File: src/rtl/rgb_mixer_pkg.sv
// rtl/rgb_mixer_pkg.sv - shared quadrature state and direction definitions
package rgb_mixer_pkg;

   // Gray-coded encoder states, written as {a, b}
   localparam logic [1:0] ENC_00 = 2'b00;
   localparam logic [1:0] ENC_10 = 2'b10;
   localparam logic [1:0] ENC_11 = 2'b11;
   localparam logic [1:0] ENC_01 = 2'b01;

   typedef enum logic [1:0] {
      DIR_NONE = 2'd0,
      DIR_UP   = 2'd1,
      DIR_DOWN = 2'd2
   } dir_e;

   // Single-bit Gray moves map to a direction; no change or a double-bit jump is DIR_NONE
   function automatic dir_e decode_dir(input logic [1:0] prev, input logic [1:0] cur);
      dir_e d;
      case ({prev, cur})
         {ENC_00, ENC_10}, {ENC_10, ENC_11}, {ENC_11, ENC_01}, {ENC_01, ENC_00}: d = DIR_UP;
         {ENC_00, ENC_01}, {ENC_01, ENC_11}, {ENC_11, ENC_10}, {ENC_10, ENC_00}: d = DIR_DOWN;
         default: d = DIR_NONE;
      endcase
      return d;
   endfunction

endpackage

File: src/rtl/debounce.sv
// rtl/debounce.sv - one encoder channel: synchronizer, strobe-gated shift register, level
module debounce #(
   parameter int unsigned LEN = 8
) (
   input  logic clk,
   input  logic reset_n,
   input  logic strobe,
   input  logic pin,
   output logic level
);

   logic           s1_q;
   logic           s2_q;
   logic [LEN-1:0] sh_q;
   logic           db_q;

   // Two-flop synchronizer, runs every clock regardless of strobe
   always_ff @(posedge clk or negedge reset_n) begin
      if (!reset_n) begin
         s1_q <= 1'b0;
         s2_q <= 1'b0;
      end else begin
         s1_q <= pin;
         s2_q <= s1_q;
      end
   end

   // History of synchronized samples, advanced only on strobe and never cleared between strobes
   always_ff @(posedge clk or negedge reset_n) begin
      if (!reset_n) begin
         sh_q <= '0;
      end else if (strobe) begin
         sh_q <= {sh_q[LEN-2:0], s2_q};
      end
   end

   // Accept a level only once the whole history agrees; mixed history holds the old level
   always_ff @(posedge clk or negedge reset_n) begin
      if (!reset_n) begin
         db_q <= 1'b0;
      end else if (&sh_q) begin
         db_q <= 1'b1;
      end else if (~|sh_q) begin
         db_q <= 1'b0;
      end
   end

   assign level = db_q;

endmodule

File: src/rtl/quad_encoder.sv
// rtl/quad_encoder.sv - debounced quadrature decoder driving a bounded up/down count
module quad_encoder
   import rgb_mixer_pkg::*;
#(
   parameter int unsigned DEBOUNCE_LEN = 8,
   parameter int unsigned WIDTH        = 8,
   parameter int unsigned WRAP         = 0,
   parameter int unsigned RESET_VALUE  = 0
) (
   input  logic             clk,
   input  logic             reset_n,
   input  logic             strobe,
   input  logic             a,
   input  logic             b,
   output logic [WIDTH-1:0] value,
   output logic             step_up,
   output logic             step_down
);

   logic             a_db;
   logic             b_db;
   logic [1:0]       cur;
   logic [1:0]       prev_q;
   logic [WIDTH-1:0] value_q,   value_d;
   logic             step_up_q, step_up_d;
   logic             step_dn_q, step_dn_d;
   dir_e             dir;

   debounce #(.LEN(DEBOUNCE_LEN)) u_db_a (
      .clk     (clk),
      .reset_n (reset_n),
      .strobe  (strobe),
      .pin     (a),
      .level   (a_db)
   );

   debounce #(.LEN(DEBOUNCE_LEN)) u_db_b (
      .clk     (clk),
      .reset_n (reset_n),
      .strobe  (strobe),
      .pin     (b),
      .level   (b_db)
   );

   assign cur = {a_db, b_db};
   assign dir = decode_dir(prev_q, cur);

   // Next count and step pulses; illegal double jumps fall into DIR_NONE and are ignored
   always_comb begin
      value_d   = value_q;
      step_up_d = 1'b0;
      step_dn_d = 1'b0;
      case (dir)
         DIR_UP: begin
            step_up_d = 1'b1;
            if (WRAP != 0 || value_q != {WIDTH{1'b1}}) begin
               value_d = value_q + WIDTH'(1);
            end
         end
         DIR_DOWN: begin
            step_dn_d = 1'b1;
            if (WRAP != 0 || value_q != '0) begin
               value_d = value_q - WIDTH'(1);
            end
         end
         default: ;
      endcase
   end

   // Decoder state always tracks the debounced pair, even across illegal jumps
   always_ff @(posedge clk or negedge reset_n) begin
      if (!reset_n) begin
         prev_q    <= ENC_00;
         value_q   <= WIDTH'(RESET_VALUE);
         step_up_q <= 1'b0;
         step_dn_q <= 1'b0;
      end else begin
         prev_q    <= cur;
         value_q   <= value_d;
         step_up_q <= step_up_d;
         step_dn_q <= step_dn_d;
      end
   end

   assign value     = value_q;
   assign step_up   = step_up_q;
   assign step_down = step_dn_q;

endmodule

File: config.mk
export PLATFORM = sky130hd
export DESIGN_NAME = quad_encoder
export DESIGN_NICKNAME = d
export VERILOG_FILES = /design/src/rtl/rgb_mixer_pkg.sv /design/src/rtl/debounce.sv /design/src/rtl/quad_encoder.sv
export SDC_FILE = /design/constraint.sdc
export NUM_CORES = 1
export LEC_CHECK = 0
export BUFFER_PORTS_ARGS = -buffer_cell sky130_fd_sc_hd__buf_2
export CAP_MARGIN = 20
export CORE_MARGIN = 2
export CORE_UTILIZATION = 29
export CTS_CLUSTER_SIZE = 8
export DETAILED_ROUTE_END_ITERATION = 8
export GPL_TIMING_DRIVEN = 0
export PLACE_DENSITY = 0.46
export SETUP_SLACK_MARGIN = 0.02
export SKIP_CTS_REPAIR_TIMING = 1
export SLEW_MARGIN = 5
export SYNTH_ARGS = -nofsm -noshare
export SYNTH_HDL_FRONTEND = slang
export SYNTH_SLANG_ARGS = --single-unit
File: constraint.sdc
create_clock -name clk -period 3.1 [get_ports clk]
set_input_delay 0.155 -clock clk [delete_from_list [all_inputs] [get_ports clk]]
set_output_delay 0.155 -clock clk [all_outputs]
set_load 0.01 [all_outputs]
==> results of run 1 <==
[final cells by class]
type	instances	share of cell area
Inverter	5	0.01010
Sequential cell	34	0.4579
Clock buffer	7	0.04646
Buffer	3	0.008754
Timing Repair Buffer	15	0.04579
Tap cell	70	0.04714
Multi-Input combinational cell	90	0.3811
Clock inverter	1	0.002694
[flip-flops by register name (all words and copies together), names as in the netlist, 2 cells and up]
register and cells:
value 8, prev_q 2, u_db_a.sh_q 8, u_db_b.sh_q 8
[worst max-delay path: cells and delay by family (launching register included)]
kind	cells	cell delay, ns
adders and majority gates	2	0.76
and+or+nand+nor	1	0.13
DFF	1	0.42
xor gates and xnor gates	2	0.31
AOI/OAI and AO/OA	4	0.98
[routing by layer]
layer / part of all wire / vias up / global-route usage
li1: - / 529 / -
met1: 0.48 / 519 / 0.1302
met2: 0.46 / 16 / 0.1629
met3: 0.040 / 8 / 0.03333
met4: 0.015 / 0 / 0.04211
met5: 0 / - / 0
[worst max path at each step]
stage | start | endpoint | slack (ns)
finish | u_db_a.level$_DFFE_PN0P_ | value[7]$_DFFE_PN0P_ | 0.38
global route | u_db_a.level$_DFFE_PN0P_ | value[7]$_DFFE_PN0P_ | 0.17
CTS | u_db_a.level$_DFFE_PN0P_ | value[7]$_DFFE_PN0P_ | 0.36
detailed placement | u_db_a.level$_DFFE_PN0P_ | value[7]$_DFFE_PN0P_ | 0.37
global placement | u_db_a.level$_DFFE_PN0P_ | value[7]$_DFFE_PN0P_ | 0.43
floorplan | u_db_a.level$_DFFE_PN0P_ | value[7]$_DFFE_PN0P_ | 0.65
[power breakdown]
part	internal, mW	total (mW)	leakage (nW)	switching, mW
sequential	0.557	0.682	0.399	0.125
clock	0.179	0.326	0.0482	0.147
combinational	0.224	0.454	0.373	0.229
[kinds of logic after synthesis]
logic type,share of synthesized area
flops,0.5338
compound gates,0.1311
simple gates,0.08635
mux,0.1130
fa+ha+maj,0.07536
buf+inv,0.02198
xor+xnor,0.03846
[per-stage QoR]
step | cell area (um2) | setup WS [ns]
3_3_place_gp | 1747 | 0.4307
2_1_floorplan | 1594 | 0.6538
4_1_cts | 1838 | 0.3636
6_report | 1858 | 0.3795
3_5_place_dp | 1747 | 0.3686
5_1_grt | 1858 | 0.1695
[Yosys cell counts (2+ instances only)]
library cell  instances
nand2_1              10
xor2_1                3
nor3_1                2
o31ai_1               2
nor2_1                6
a21oi_1               3
nand3_1               3
nand4_1               3
ha_1                  8
o41ai_1               2
inv_1                 5
o21a_1                3
xnor2_1               4
mux2_2               16
or4_1                 2
a21o_1                2
o21ai_0               8
dfrtp_1              34
==> metrics.cfg, run 1 <==
[drt]
first_pass_iters = 4
drt-initial-drc-count = 48
wl_um = 2745
vias = 1072
via_per_inst = 4.764
drc = 0
wl_per_cell_um = 12.20
ant_nets = 0

[logic_synthesis]
synth_top_area_frac = 0.5338
ys_warn_count = 0
ys_seq_area_frac = 0.5338
synth_top_area_cell = dfrtp_1
synth_nets = 146
ys_ff_latch = 34
syn_avg_cell_area_um2 = 12.08
ys_top_cells_by_area = dfrtp_1, mux2_2, ha_1
synth_edf_count = 0
synth_cells = 132
syn-cell-area_um2 = 1594
synth_cell_type_count = 34
async_reset_ff_frac = 1.000
synth_flop_cell = dfrtp_1

[global_routing]
grt_max_degree = 35
antenna_found_initial = 0
grt_pass1_vias = 1059
grt_usage = 0.1031
grt.overflow.total = 0
grt_first_pass_wirelength_um = 4919

[critical_path]
r2r-end = value[7]$_DFFE_PN0P_
max_stage_delay_ns = 0.43
rr_startpoint = u_db_a.level$_DFFE_PN0P_
crit_top_cell = ha_1
required_ns = 3.26
startpoint_type = flop
crit_path_end_kind = flop
worstPathMaxFanout = 12
cp_cell_sequence = xor2_1 -> nor2_1 -> ha_1 -> ha_1 -> a211o_1 -> o2111ai_2 -> a31oi_1 -> a2111o_1 -> xnor2_1
reg2reg_setup_slack_ns = 0.38
crit_slowest_cell = ha_1
rr_worst_depth = 9
critPathKind = flop to flop
critPathArrivalTime_ns = 2.88

[run_status]
violations = negative hold slack
outcome = finished with violations

[floorplanning]
fp.coreArea_um2 = 5205
num_io_pins = 15
die_area_um2 = 6106
fp-row-count = 26
initial_core_util = 0.3063
fp.dieH_um = 78.14
die_w_um = 78.14

[timing]
layout_min_cycle_time_ns = 2.720
relSlewSlack = 0.5105
setup_violations = 0
rsz0062_at_grt = no
fmax_mhz = 367.6
hold_viol = 34
hold_ws_ns = -0.06002
finClkSkew_ns = 0.002764
post-route-period-util = 0.8776
fin_setup_tns_ns = 0
worstMarginPinSlew_ns = 0.7343
final_max_slew_viol_count = 0

[pwr]
p_per_area_nw_per_um2 = 786.6
fin_total_pwr_mw = 1.461
p_leak_nw = 0.8202
ir_drop_uv = 332.0

[placed_design]
gp_congestion = 0.7211
dp.cells = 215
io_buffers = 13
dpl.hpwl_um = 1965

[layout]
mostFrequentLayoutCell = dfrtp_1
finish.utilization = 0.3570
nets = 168
final_cell_mix = dfrtp_1, mux2_2, buf_2
seqCellArea_um2 = 850.8
fillerInstances = 531
multi_input_area_um2 = 708.2
fin_cells = 225
drive_gt1_frac = 0.2581
num_antenna_cells = 0
synthToLayoutAreaGrowth_pct = 16.56

[cts]
clock_latency_ns = 0.28
cts_buffer_depth = 2
cts_tree = built
cts_buffers = 5
root_buffer = clkbuf_8
h-tree-depth = 2
cts.sinks = 34
path_clk_slew_ns = 0.07

[job]
maxCapViolations = 0

[hold_path]
hp-class = input port to async pin

Power figures use the tool's default switching activity.
==> run 2, diff against run 1 <==
--- a/config.mk
+++ b/config.mk
@@ -5,12 +5,13 @@
 export SDC_FILE = /design/constraint.sdc
 export NUM_CORES = 1
 export LEC_CHECK = 0
+export ABC_AREA = 1
 export BUFFER_PORTS_ARGS = -buffer_cell sky130_fd_sc_hd__buf_2
-export CAP_MARGIN = 20
 export CORE_MARGIN = 2
 export CORE_UTILIZATION = 29
 export CTS_CLUSTER_SIZE = 8
 export DETAILED_ROUTE_END_ITERATION = 8
+export GPL_ROUTABILITY_DRIVEN = 0
 export GPL_TIMING_DRIVEN = 0
 export PLACE_DENSITY = 0.46
 export SETUP_SLACK_MARGIN = 0.02
==> run 2 against run 1 <==
The flow now finishes without violations. Clock skew rose by 0.0025 ns. Register-to-register slack improved by 0.37 ns. Utilization is 0.14 points lower. Count of clock-buffer cells in the layout down 1. Clock power rose by 4%. Total power down 30%. Sequential power shrank 22%. Setup slack gained 0.37 ns. Largest cell class unchanged.
==> metrics.cfg, run 2 <==
[drt]
ant_nets = 0
top_layer_used = met4
first_pass_iters = 4
wl_um = 3248
drc = 0
met1_length_um = 1625
vias = 1309
via_per_inst = 4.349
wl_met3_um = 120
met2_length_um = 1468
wl_per_cell_um = 10.79
drt-initial-drc-count = 95

[timing]
fin_setup_tns_ns = 0
setup_ws_ns = 0.7498
final_max_slew_viol_count = 0
post-route-period-util = 0.7581
hold_viol = 0
layout_min_cycle_time_ns = 2.350
finClkSkew_ns = 0.005217
rsz0062_at_grt = no
hold_ws_ns = 0.1258
setup_violations = 0
relSlewSlack = 0.5037
fmax_mhz = 425.5
worstMarginPinSlew_ns = 0.7444

[logic_synthesis]
ys_ff_latch = 34
syn_avg_cell_area_um2 = 8.317
ys_seq_area_frac = 0.5015
synth_top_area_cell = dfrtp_1
synth_edf_count = 0
synth_nets = 218
synth_most_common_cell = nand2_1
syn-cell-area_um2 = 1697
synth_cell_type_count = 21
ys_warn_count = 0
synth_cells = 204
synth_flop_cell = dfrtp_1
ys_top_cells_by_area = dfrtp_1, nand2_1, inv_1
synth_top_area_frac = 0.5015
synth_common_cells = nand2_1, dfrtp_1, inv_1
async_reset_ff_frac = 1.000

[critical_path]
reg2reg_setup_slack_ns = 0.75
critPathArrivalTime_ns = 2.52
startpoint = u_db_a.level$_DFFE_PN0P_
max_stage_delay_ns = 0.42
rr_worst_depth = 15
worstPathMaxFanout = 9
r2r-end = value[6]$_DFFE_PN0P_
crit_top_cell = nand2_1
cp_cell_sequence = xor2_1 -> inv_1 -> nand2_1 -> inv_1 -> ha_1 -> inv_2 -> fa_1 -> inv_1 -> nand2_1 -> nand2_1 -> nand3_1 -> nand2_1 -> nand2_1 -> nand3_1 -> nand2_1
crit_slowest_cell = dfrtp_1
crit_path_end_kind = flop
startpoint_type = flop
critPathKind = flop to flop
required_ns = 3.27
rr_startpoint = u_db_a.level$_DFFE_PN0P_

[floorplanning]
die_area_um2 = 6479
die_w_um = 80.49
fp.dieH_um = 80.49
num_io_pins = 15
initial_core_util = 0.3044
fp-row-count = 27
fp.coreArea_um2 = 5574

[global_routing]
grt_max_degree = 35
grt_first_pass_wirelength_um = 5630
grt.overflow.total = 0
grt_pass1_vias = 1200
grt_usage = 0.1171
antenna_found_initial = 0

[layout]
nets = 242
multi_input_area_um2 = 700.7
final_cell_mix = nand2_1, dfrtp_1, inv_1
fin_cells = 301
drive_gt1_frac = 0.1310
num_antenna_cells = 0
mostFrequentLayoutCell = nand2_1
synthToLayoutAreaGrowth_pct = 16.81
fillerInstances = 597
seqCellArea_um2 = 850.8

[pwr]
p_sw_mw = 0.2939
clkPwrFrac = 0.332
p_leak_nw = 1.075
p_per_area_nw_per_um2 = 512.6
comb_power_share = 0.144
p_int_mw = 0.7220
p_seq_frac = 0.524
ir_drop_uv = 214.8
p_sw_frac = 0.2893

[run_status]
outcome = finished clean

[cts]
cts_buffer_depth = 2
path_clk_slew_ns = 0.07
cts_buffers = 5
h-tree-depth = 2
clock_latency_ns = 0.28
cts_tree = built
cts.sinks = 34
root_buffer = clkbuf_8

[placed_design]
dpl.hpwl_um = 2384
io_buffers = 14
dpl_worst_slack_ns = 0.7170
dp.cells = 290

[hold_path]
hp-class = input port to flop
hold_depth = 2
hold_end = u_db_b.sh_q[4]$_DFFE_PN0P_
hold_start = strobe

[job]
maxCapViolations = 0

[run 2: through the flow]
step | util | instance area, um2 | total power [mW]
2_1_floorplan | - | 1697 | 0.6289
3_3_place_gp | 0.3331 | 1857 | 0.6849
3_5_place_dp | 0.3331 | 1857 | 0.6865
4_1_cts | 0.3502 | 1952 | 1.033
5_1_grt | 0.3556 | 1982 | 1.087
6_report | 0.3556 | 1982 | 1.016
[run 2: worst max path at each step]
stage	depth (start not counted)	end	slack, ns
finish	15	value[6]$_DFFE_PN0P_	0.75
global route	15	value[6]$_DFFE_PN0P_	0.45
CTS	15	value[6]$_DFFE_PN0P_	0.70
detailed placement	15	value[6]$_DFFE_PN0P_	0.72
global placement	15	value[6]$_DFFE_PN0P_	0.72
floorplan	11	value[6]$_DFFE_PN0P_	1.04
[run 2: power by group through the flow]
stage	combinational (mW)	sequential, mW	clock (mW)
final	0.146	0.532	0.338
after global routing	0.171	0.538	0.377
after CTS	0.148	0.531	0.354
after detailed placement	0.147	0.540	0
after global placement	0.144	0.541	0
after floorplan	0.0936	0.535	0
[run 2: final cells by class]
| type | instances | area share |
|---|---|---|
| clock inverters | 2 | 0.006313 |
| inverters | 35 | 0.06755 |
| flip-flops and latches | 34 | 0.4293 |
| clock buffers | 6 | 0.04167 |
| plain buffers | 3 | 0.005682 |
| repair buffers | 17 | 0.05051 |
| well taps | 72 | 0.04545 |
| multi-input cells | 132 | 0.3535 |
[run 2: per-layer routing]
metal / GRT usage / vias up
li1: - / 687
met1: 0.1577 / 595
met2: 0.1742 / 25
met3: 0.03708 / 2
met4: 0.04576 / 0
met5: 0 / -
[run 2: cell families after synthesis]
kind of cell    share of synthesized area
simple gates                       0.2485
compound gates                    0.06785
xor+xnor                          0.02582
buf+inv                           0.08555
fa+ha+maj                         0.07080
flops                              0.5015
[run 2: critical path, delay by kind of cell (launching register included)]
family	cells	cell delay [ns]
AND/OR/NAND/NOR	8	0.56
XOR/XNOR	1	0.17
buffers and inverters	4	0.30
flip-flops	1	0.42
adder cells (fa/ha/maj)	2	0.79
==> run 3, diff against run 2 <==
--- a/config.mk
+++ b/config.mk
@@ -5,7 +5,7 @@
 export SDC_FILE = /design/constraint.sdc
 export NUM_CORES = 1
 export LEC_CHECK = 0
-export ABC_AREA = 1
+export ABC_AREA = 0
 export BUFFER_PORTS_ARGS = -buffer_cell sky130_fd_sc_hd__buf_2
 export CORE_MARGIN = 2
 export CORE_UTILIZATION = 29
==> constraint.sdc (replaced) <==
create_clock -name clk -period 2.2 [get_ports clk]
set_input_delay 0.11 -clock clk [delete_from_list [all_inputs] [get_ports clk]]
set_output_delay 0.11 -clock clk [all_outputs]
set_load 0.01 [all_outputs]
==> run 3 against run 2 <==
The flow now finishes with violations (negative setup slack). Sequential share of layout area decreased by 1.5 points. Setup slack got worse by 0.95 ns. Clock power increased by 26%. Non-clock buffer count increased by 10. Utilization increased by 4.0 points. Design area increased by 3.9%. Largest power group unchanged.
==> metrics.cfg, run 3 (synthesis gave the netlist of run 1 again) <==
[critical_path]
startpoint_type = flop
critPathTopFamily = compound AO/OA/AOI/OAI gates
rr_worst_depth = 10
crit_slowest_cell = dfrtp_2
critPathKind = flop to flop
cp_num_cells = 10
rr_startpoint = u_db_a.level$_DFFE_PN0P_
worstSetupEndpoint = value[6]$_DFFE_PN0P_
max_stage_delay_ns = 0.43
r2r-end = value[6]$_DFFE_PN0P_
required_ns = 2.39
reg2reg_setup_slack_ns = -0.20
cp_cell_sequence = xor2_2 -> nand2_2 -> ha_4 -> buf_6 -> ha_4 -> nor2b_4 -> o31a_1 -> o21a_1 -> o21a_1 -> o31ai_1
startpoint = u_db_a.level$_DFFE_PN0P_
critPathArrivalTime_ns = 2.58
worstPathMaxFanout = 6
crit_path_end_kind = flop
critPathBufInv = 1

[layout]
num_antenna_cells = 0
stdcell_area_um2 = 2058
final_cell_mix = dfrtp_1, mux2_2, buf_2
finish.utilization = 0.3954
synthToLayoutAreaGrowth_pct = 29.12
nets = 180
mostFrequentLayoutCell = dfrtp_1
drive_gt1_frac = 0.3916

[timing]
final_max_slew_viol_count = 0
finClkSkew_ns = 0.003413
setup_violations = 3
hold_ws_ns = 0.3213
worstMarginPinSlew_ns = 0.7507
fin_setup_tns_ns = -0.4141
rsz0062_at_grt = yes
post-route-period-util = 1.089
layout_min_cycle_time_ns = 2.396
setup_ws_ns = -0.1955
hold_viol = 0
fmax_mhz = 417.4
relSlewSlack = 0.4996

[floorplanning]
die_w_um = 78.14
initial_core_util = 0.3063
fp.coreArea_um2 = 5205
fp.dieH_um = 78.14
fp-row-count = 26
num_io_pins = 15
die_area_um2 = 6106

[placed_design]
placed_cell_area_um2 = 1794
dpl.hpwl_um = 2185
io_buffers = 13

[drt]
first_pass_iters = 4
wl_um = 3322
ant_nets = 0
vias = 1144
drt-initial-drc-count = 63
drc = 0
wl_per_cell_um = 14.08
via_per_inst = 4.847

[pwr]
p_leak_nw = 0.8776
p_per_area_nw_per_um2 = 1077
fin_total_pwr_mw = 2.216
ir_drop_uv = 309.9

[hold_path]
hp-class = input port to flop
hold_start = strobe

[global_routing]
grt_max_degree = 35
grt_first_pass_wirelength_um = 5306
antenna_found_initial = 0
grt_usage = 0.1124
grt.overflow.total = 0
grt_pass1_vias = 1125

[cts]
cts_tree = built
root_buffer = clkbuf_8
h-tree-depth = 2
cts_buffers = 5
clock_latency_ns = 0.28
cts.sinks = 34
cts_buffer_depth = 2
path_clk_slew_ns = 0.06

[job]
maxCapViolations = 0

[run_status]
violations = negative setup slack
outcome = finished with violations

-- run 3: changes by cell type in the layout (fill, tap and decap cells not counted), moves of 5 or more --
cell	change
ha_1	-5
nand2_1	-51
buf_4	+9
inv_1	-28
nand3_1	-6
mux2_2	+16
nand4_1	-5
o21ai_0	-15
-- run 3: how the worst min path moves through the flow --
stage                                  to  cells after the start  slack (ns)
6_report       u_db_a.sh_q[7]$_DFFE_PN0P_                      2        0.32
5_1_grt        u_db_a.sh_q[7]$_DFFE_PN0P_                      2        0.34
4_1_cts               prev_q[0]$_DFF_PN0_                      1       -0.08
3_5_place_dp   u_db_a.sh_q[2]$_DFFE_PN0P_                      1        0.22
3_3_place_gp   u_db_a.sh_q[3]$_DFFE_PN0P_                      1        0.21
2_1_floorplan         prev_q[0]$_DFF_PN0_                      0       -0.19
-- run 3: final cells by class --
cell class	count	area, um2
plain buffers	3	16.27
repair buffers	27	188.9
multi-input cells	90	817.0
clock buffers	7	76.32
flip-flops and latches	34	853.3
inverters	5	18.77
well taps	70	87.58
fillers	521	3147
-- run 3: stage by stage --
step                cells  setup WS (ns)
floorplan             132       -0.02643
global placement      215        -0.1786
detailed placement    215        -0.2651
CTS                   222        -0.2780
global route          236        -0.2970
finish                236        -0.1955
-- run 3: worst register-to-register path: cells and delay by family, from the launching register on --
family,cells,cell delay (ns)
compound gates,4,0.86
fa+ha+maj,2,0.44
flops,1,0.43
simple gates,2,0.23
xor+xnor,1,0.21
buf+inv,1,0.13
-- run 3: power breakdown --
group          leakage, nW  internal, mW  total, mW  switching (mW)
Sequential           0.399         0.785      0.981           0.195
Combinational        0.441         0.420      0.811           0.391
Clock               0.0383         0.218      0.425           0.207
-- run 3: per-layer routing --
metal | vias up | routed length [um] | global-route usage | part of all wire
met2 | 19 | 1580 | 0.1802 | 0.48
met5 | - | 0 | 0 | 0
met3 | 8 | 80 | 0.02874 | 0.024
li1 | 544 | - | - | -
met4 | 0 | 78 | 0.06842 | 0.023
met1 | 573 | 1582 | 0.1356 | 0.48
